==> config.mk <==
export PLATFORM = sky130hd
export DESIGN_NAME = if_stage
export DESIGN_NICKNAME = d
export VERILOG_FILES = /design/src/rtl/if_stage.sv
export SDC_FILE = /design/constraint.sdc
export NUM_CORES = 1
export LEC_CHECK = 0
export CAP_MARGIN = 20
export CORE_MARGIN = 2
export CORE_UTILIZATION = 35
export CTS_BUF_LIST = sky130_fd_sc_hd__clkbuf_8
export CTS_CLUSTER_SIZE = 24
export DETAILED_ROUTE_END_ITERATION = 10
export MAX_ROUTING_LAYER = met4
export PLACE_DENSITY_LB_ADDON = 0.12
export SYNTH_ARGS = -nofsm -noshare
export SYNTH_HDL_FRONTEND = slang
export SYNTH_SLANG_ARGS = --single-unit
==> constraint.sdc <==
create_clock -name clk -period 5.5 [get_ports clk]
set_clock_uncertainty 0.1 [all_clocks]
set_input_delay 1.375 -clock clk [delete_from_list [all_inputs] [get_ports clk]]
set_output_delay 1.375 -clock clk [all_outputs]
set_load 0.005 [all_outputs]
==> src/rtl/if_stage.sv <==
// Instruction-fetch stage with IF/ID pipeline register for the RV32I pipeline.
// One imem request in flight at a time; a 1-entry hold buffer absorbs a response that arrives during stall.
module if_stage #(
  parameter logic [31:0] RESET_PC  = 32'h0000_0000,
  parameter logic [31:0] NOP_INSTR = 32'h0000_0013
) (
  input  logic        clk,
  input  logic        reset_n,
  output logic        imem_req,
  output logic [31:0] imem_addr,
  input  logic        imem_gnt,
  input  logic        imem_rvalid,
  input  logic [31:0] imem_rdata,
  input  logic        stall,
  input  logic        redirect,
  input  logic [31:0] redirect_pc,
  output logic        ifid_valid,
  output logic [31:0] ifid_pc,
  output logic [31:0] ifid_pc4,
  output logic [31:0] ifid_instr,
  output logic [1:0]  dbg_state_o
);

  localparam logic [1:0] ST_REQ  = 2'd0;
  localparam logic [1:0] ST_WAIT = 2'd1;
  localparam logic [1:0] ST_HOLD = 2'd2;

  // Handshake: imem_req is registered and high exactly while in REQ; a request is
  // accepted on an edge where imem_req=1 and imem_gnt=1; imem_rvalid/imem_rdata are
  // only consumed in WAIT, so responses seen in REQ or HOLD are dropped.

  logic [1:0]  state_q, state_d;
  logic        req_q, req_d;
  logic [31:0] pc_q, pc_d;
  logic [31:0] inflight_q, inflight_d;
  logic        kill_q, kill_d;
  logic [31:0] hold_pc_q, hold_pc_d;
  logic [31:0] hold_instr_q, hold_instr_d;
  logic        valid_q, valid_d;
  logic [31:0] ifpc_q, ifpc_d;
  logic [31:0] ifpc4_q, ifpc4_d;
  logic [31:0] instr_q, instr_d;

  logic        load_valid;
  logic [31:0] load_pc;
  logic [31:0] load_instr;
  logic [31:0] redir_pc;

  assign redir_pc = redirect_pc & 32'hFFFF_FFFC;

  always_comb begin
    state_d      = state_q;
    pc_d         = pc_q;
    inflight_d   = inflight_q;
    kill_d       = kill_q;
    hold_pc_d    = hold_pc_q;
    hold_instr_d = hold_instr_q;
    load_valid   = 1'b0;
    load_pc      = inflight_q;
    load_instr   = imem_rdata;

    case (state_q)
      ST_REQ: begin
        if (req_q && imem_gnt) begin
          state_d = ST_WAIT;
          if (redirect) begin
            // The granted fetch is already stale; mark it so its response is dropped.
            pc_d   = redir_pc;
            kill_d = 1'b1;
          end else begin
            inflight_d = pc_q;
            pc_d       = pc_q + 32'd4;
          end
        end else if (redirect) begin
          pc_d = redir_pc;
        end
      end
      ST_WAIT: begin
        if (imem_rvalid) begin
          if (kill_q || redirect) begin
            kill_d  = 1'b0;
            state_d = ST_REQ;
            if (redirect) pc_d = redir_pc;
          end else if (!stall) begin
            load_valid = 1'b1;
            state_d    = ST_REQ;
          end else begin
            hold_pc_d    = inflight_q;
            hold_instr_d = imem_rdata;
            state_d      = ST_HOLD;
          end
        end else if (redirect) begin
          kill_d = 1'b1;
          pc_d   = redir_pc;
        end
      end
      ST_HOLD: begin
        if (redirect) begin
          hold_pc_d    = 32'd0;
          hold_instr_d = 32'd0;
          pc_d         = redir_pc;
          state_d      = ST_REQ;
        end else if (!stall) begin
          load_valid   = 1'b1;
          load_pc      = hold_pc_q;
          load_instr   = hold_instr_q;
          hold_pc_d    = 32'd0;
          hold_instr_d = 32'd0;
          state_d      = ST_REQ;
        end
      end
      default: state_d = ST_REQ;
    endcase
  end

  // IF/ID register: redirect flushes, then stall freezes, then load, else bubble.
  always_comb begin
    valid_d = valid_q;
    ifpc_d  = ifpc_q;
    ifpc4_d = ifpc4_q;
    instr_d = instr_q;
    if (redirect) begin
      valid_d = 1'b0;
      instr_d = NOP_INSTR;
    end else if (!stall) begin
      if (load_valid) begin
        valid_d = 1'b1;
        ifpc_d  = load_pc;
        ifpc4_d = load_pc + 32'd4;
        instr_d = load_instr;
      end else begin
        valid_d = 1'b0;
        instr_d = NOP_INSTR;
      end
    end
  end

  assign req_d = (state_d == ST_REQ);

  always_ff @(posedge clk or negedge reset_n) begin
    if (!reset_n) begin
      state_q      <= ST_REQ;
      req_q        <= 1'b0;
      pc_q         <= RESET_PC & 32'hFFFF_FFFC;
      inflight_q   <= 32'd0;
      kill_q       <= 1'b0;
      hold_pc_q    <= 32'd0;
      hold_instr_q <= 32'd0;
      valid_q      <= 1'b0;
      ifpc_q       <= 32'd0;
      ifpc4_q      <= 32'd0;
      instr_q      <= NOP_INSTR;
    end else begin
      state_q      <= state_d;
      req_q        <= req_d;
      pc_q         <= pc_d;
      inflight_q   <= inflight_d;
      kill_q       <= kill_d;
      hold_pc_q    <= hold_pc_d;
      hold_instr_q <= hold_instr_d;
      valid_q      <= valid_d;
      ifpc_q       <= ifpc_d;
      ifpc4_q      <= ifpc4_d;
      instr_q      <= instr_d;
    end
  end

  assign imem_req    = req_q;
  assign imem_addr   = pc_q;
  assign ifid_valid  = valid_q;
  assign ifid_pc     = ifpc_q;
  assign ifid_pc4    = ifpc4_q;
  assign ifid_instr  = instr_q;
  assign dbg_state_o = state_q;

endmodule

==> metrics.cfg <==
[run_status]
status = finished clean

[critical_path]
crit_family = simple AND/OR/NAND/NOR gates
path_buf_inv = 3
crit_arrival_ns = 4.64
cp-end-kind = flop
cp_slowest_cell = or3b_2
cp_cell_sequence = clkdlybuf4s50_1, or3b_2, mux2i_1, buf_4, inv_1, ha_1, and3_1, nand4_1, a22o_1, or3_1, a221o_1
critical-path-max-stage-delay_ns = 0.52
crit_fanout = 12
rr_worst_depth = 12
critPathKind = in -> reg
critical_path_depth = 11
cp.required_ns = 5.82
crit_path_start_kind = primary input

[routing]
route.final.wire_length_mm = 32.6
antenna_left = 0
wl_per_cell_um = 17.8
vias_per_cell = 5.29
vias = 9657
drt_iter0_markers = 668
drtPass1Iterations = 5
drc = 0

[synth]
synth_compound_area_share_pct = 17.2
synth-seq-area-share_pct = 50.1
syn_inst = 1217
synth.mux.area_fraction_pct = 6.66
yosysMostFrequentCell = dfrtp_1
synth-xor-area-share_pct = 1.85
synthTopCellsByArea = dfrtp_1 49%, nand2_1 6.8%, o21ai_0 6.3%, mux2_2 3.6%, mux2i_1 3.1%
ys_seq_elements = 227
synthArstFlopShare_pct = 100
synth_top_area_share_pct = 49.4
synth-edff-count = 0
syn_nets = 1293
synth.distinct_cells = 63
synth_top_family_by_area = simple AND/OR/NAND/NOR gates
dominantRegCellSynth = dfrtp_1
synth_commonest_cells = 224 x dfrtp_1, 205 x nand2_1, 142 x o21ai_0
yosysTopAreaCell = dfrtp_1
synth-simple-area-share_pct = 20.1
synth_fa_ha_area_share_pct = 0.662
avgSynthCellArea_um2 = 9.32
syn-cell-area_um2 = 11300
synth_warnings = 0

[sta]
slew_headroom_pct = 36.1
tightest_slew_ns = 0.954
fmax_ghz = 0.232
fin_crit_sh_pct = 78.5
rsz0062_at_grt = false
fin_setup_tns_ns = 0
slew_violations = 0
hold_violations = 0
setup_viol = 0
period_needed_ns = 4.32

[job]
drv_cap = 0

[cts]
cts_htree_levels = 2
cts_setup_buffers = 0
tritoncts = built
clock_latency_ns = 0.54
ctsResizeCount = 0
numCtsBuffers = 41
clk_pin_slew_worst_paths_ns = 0.06
cts_hold_repair.buffers = 0
cts_buffer_depth = 3
cts_root_buffer = clkbuf_8
cts_sinks = 227

[final_layout]
layout-drive-gt1-share_pct = 9.56
layout.nets = 1472
syn2layout_area_growth_pct = 28.3
antenna_cells = 0

[placement]
dp_hpwl_mm = 22.1
place_congestion = 0.839
portBuffers = 199

[pwr]
p_leak_nw = 6.31
p_total_mw = 6.55
irDropWorstVdd_v = 0.000236
powerDensity_nw_per_um2 = 450

[floorplan]
rows = 65
ioPinCount = 202
chipHeight_um = 184
die_w_um = 184
die_area_um2 = 33900
initial_utilization_pct = 35.8
core_area_um2 = 31700

[global_routing]
grt_pass1_vias = 9234
grt_pass1_wl_mm = 52.2
grt_overflow = 0
groute.usage.overall_pct = 19.9
grt_max_degree = 113
antenna_found_initial = 0

[hold_path]
hold_depth = 2
min_path_type = reg -> reg

==> per-stage QoR <==
step | hold slack (ns) | cells | cell area, µm² | setup slack, ns | utilization [%]
6_report | 0.373 | 1825 | 14600 | 1.18 | 45.9
5_1_grt | 0.397 | 1825 | 14600 | 0.993 | 45.9
4_1_cts | 0.380 | 1825 | 14600 | 1.19 | 45.9
3_5_place_dp | 0.365 | 1755 | 13700 | 0.612 | 43.3
3_3_place_gp | 0.355 | 1755 | 13700 | 0.641 | 43.3
2_1_floorplan | 0.344 | 1217 | 11300 | 0.815 | -
==> worst reg2reg max path, delay by kind of cell (launching register included) <==
family,cells,cell delay [ns]
multiplexers,1,0.15
AND/OR/NAND/NOR,4,1.46
AO/OA/AOI/OAI,2,0.72
adder cells (fa/ha/maj),2,0.45
flip-flops,1,0.44
buffers and inverters,3,0.32
==> routing by layer <==
layer / share of wire [%] / vias to the layer above / GRT usage (%)
met2: 41 / 280 / 27.4
li1: - / 4712 / -
met5: 0 / - / -
met3: 5.7 / 47 / 3.23
met1: 51 / 4618 / 30.3
met4: 1.8 / 0 / 4.80
==> final timing paths <==
path | slack [ns] | from | end
setup / recovery | 1.18 | redirect | ifid_pc4[30]$_DFFE_PN0P_
hold reg to reg | 0.37 | hold_instr_q[9]$_DFFE_PN0P_ | hold_instr_q[9]$_DFFE_PN0P_
hold / removal | 0.37 | hold_instr_q[9]$_DFFE_PN0P_ | hold_instr_q[9]$_DFFE_PN0P_
setup reg to reg | 1.75 | dbg_state_o[0]$_DFF_PN0_ | ifid_pc4[30]$_DFFE_PN0P_
min in group asynchronous | 0.83 | reset_n | ifid_instr[9]$_DFFE_PN0P_
max in group asynchronous | 3.34 | reset_n | imem_addr[7]$_DFFE_PN0P_
==> report_power, final <==
group          internal [mW]  total (mW)  leakage, nW  switching [mW]
Combinational           1.11        2.10         3.02           0.989
Sequential              2.22        2.84         2.82           0.617
Clock                  0.905        1.61        0.470           0.709
==> cell families (layout without fill, tap and decap cells) <==
family | after synthesis | in the layout
multiplexers | 71 | 71
AND/OR/NAND/NOR | 468 | 468
buffers and inverters | 98 | 304
flip-flops | 227 | 227
adder cells (fa/ha/maj) | 6 | 6
XOR/XNOR | 24 | 24
AO/OA/AOI/OAI | 323 | 323
==> registers in the layout, summed over array words and instances (netlist names), 2 cells and up <==
| register | cells |
|---|---|
| hold_pc_q | 32 |
| hold_instr_q | 32 |
| dbg_state_o | 2 |
| ifid_instr | 32 |
| ifid_pc4 | 30 |
| inflight_q | 32 |
| ifid_pc | 32 |
| imem_addr | 32 |
==> cells in the final DEF, fill, tap and decap left out, drive strengths merged, types with 35 or more instances in the layout <==
master,count
mux2,36
nor2b,35
nand2,205
dfrtp,224
mux2i,35
a31oi,45
nor2,45
o21ai,143
nand3,45
clkdlybuf4s50,197
clkbuf,53
==> cell type report <==
class	count	area [µm²]
clock buffer	53	729
timing repair buffer	223	2180
clock inverter	17	98.8
fill	3137	17200
multi-input combinational	892	5310
sequential	227	5680
inverter	11	41.3
tap	402	503
Note: power is estimated with default switching activity, not from simulation.
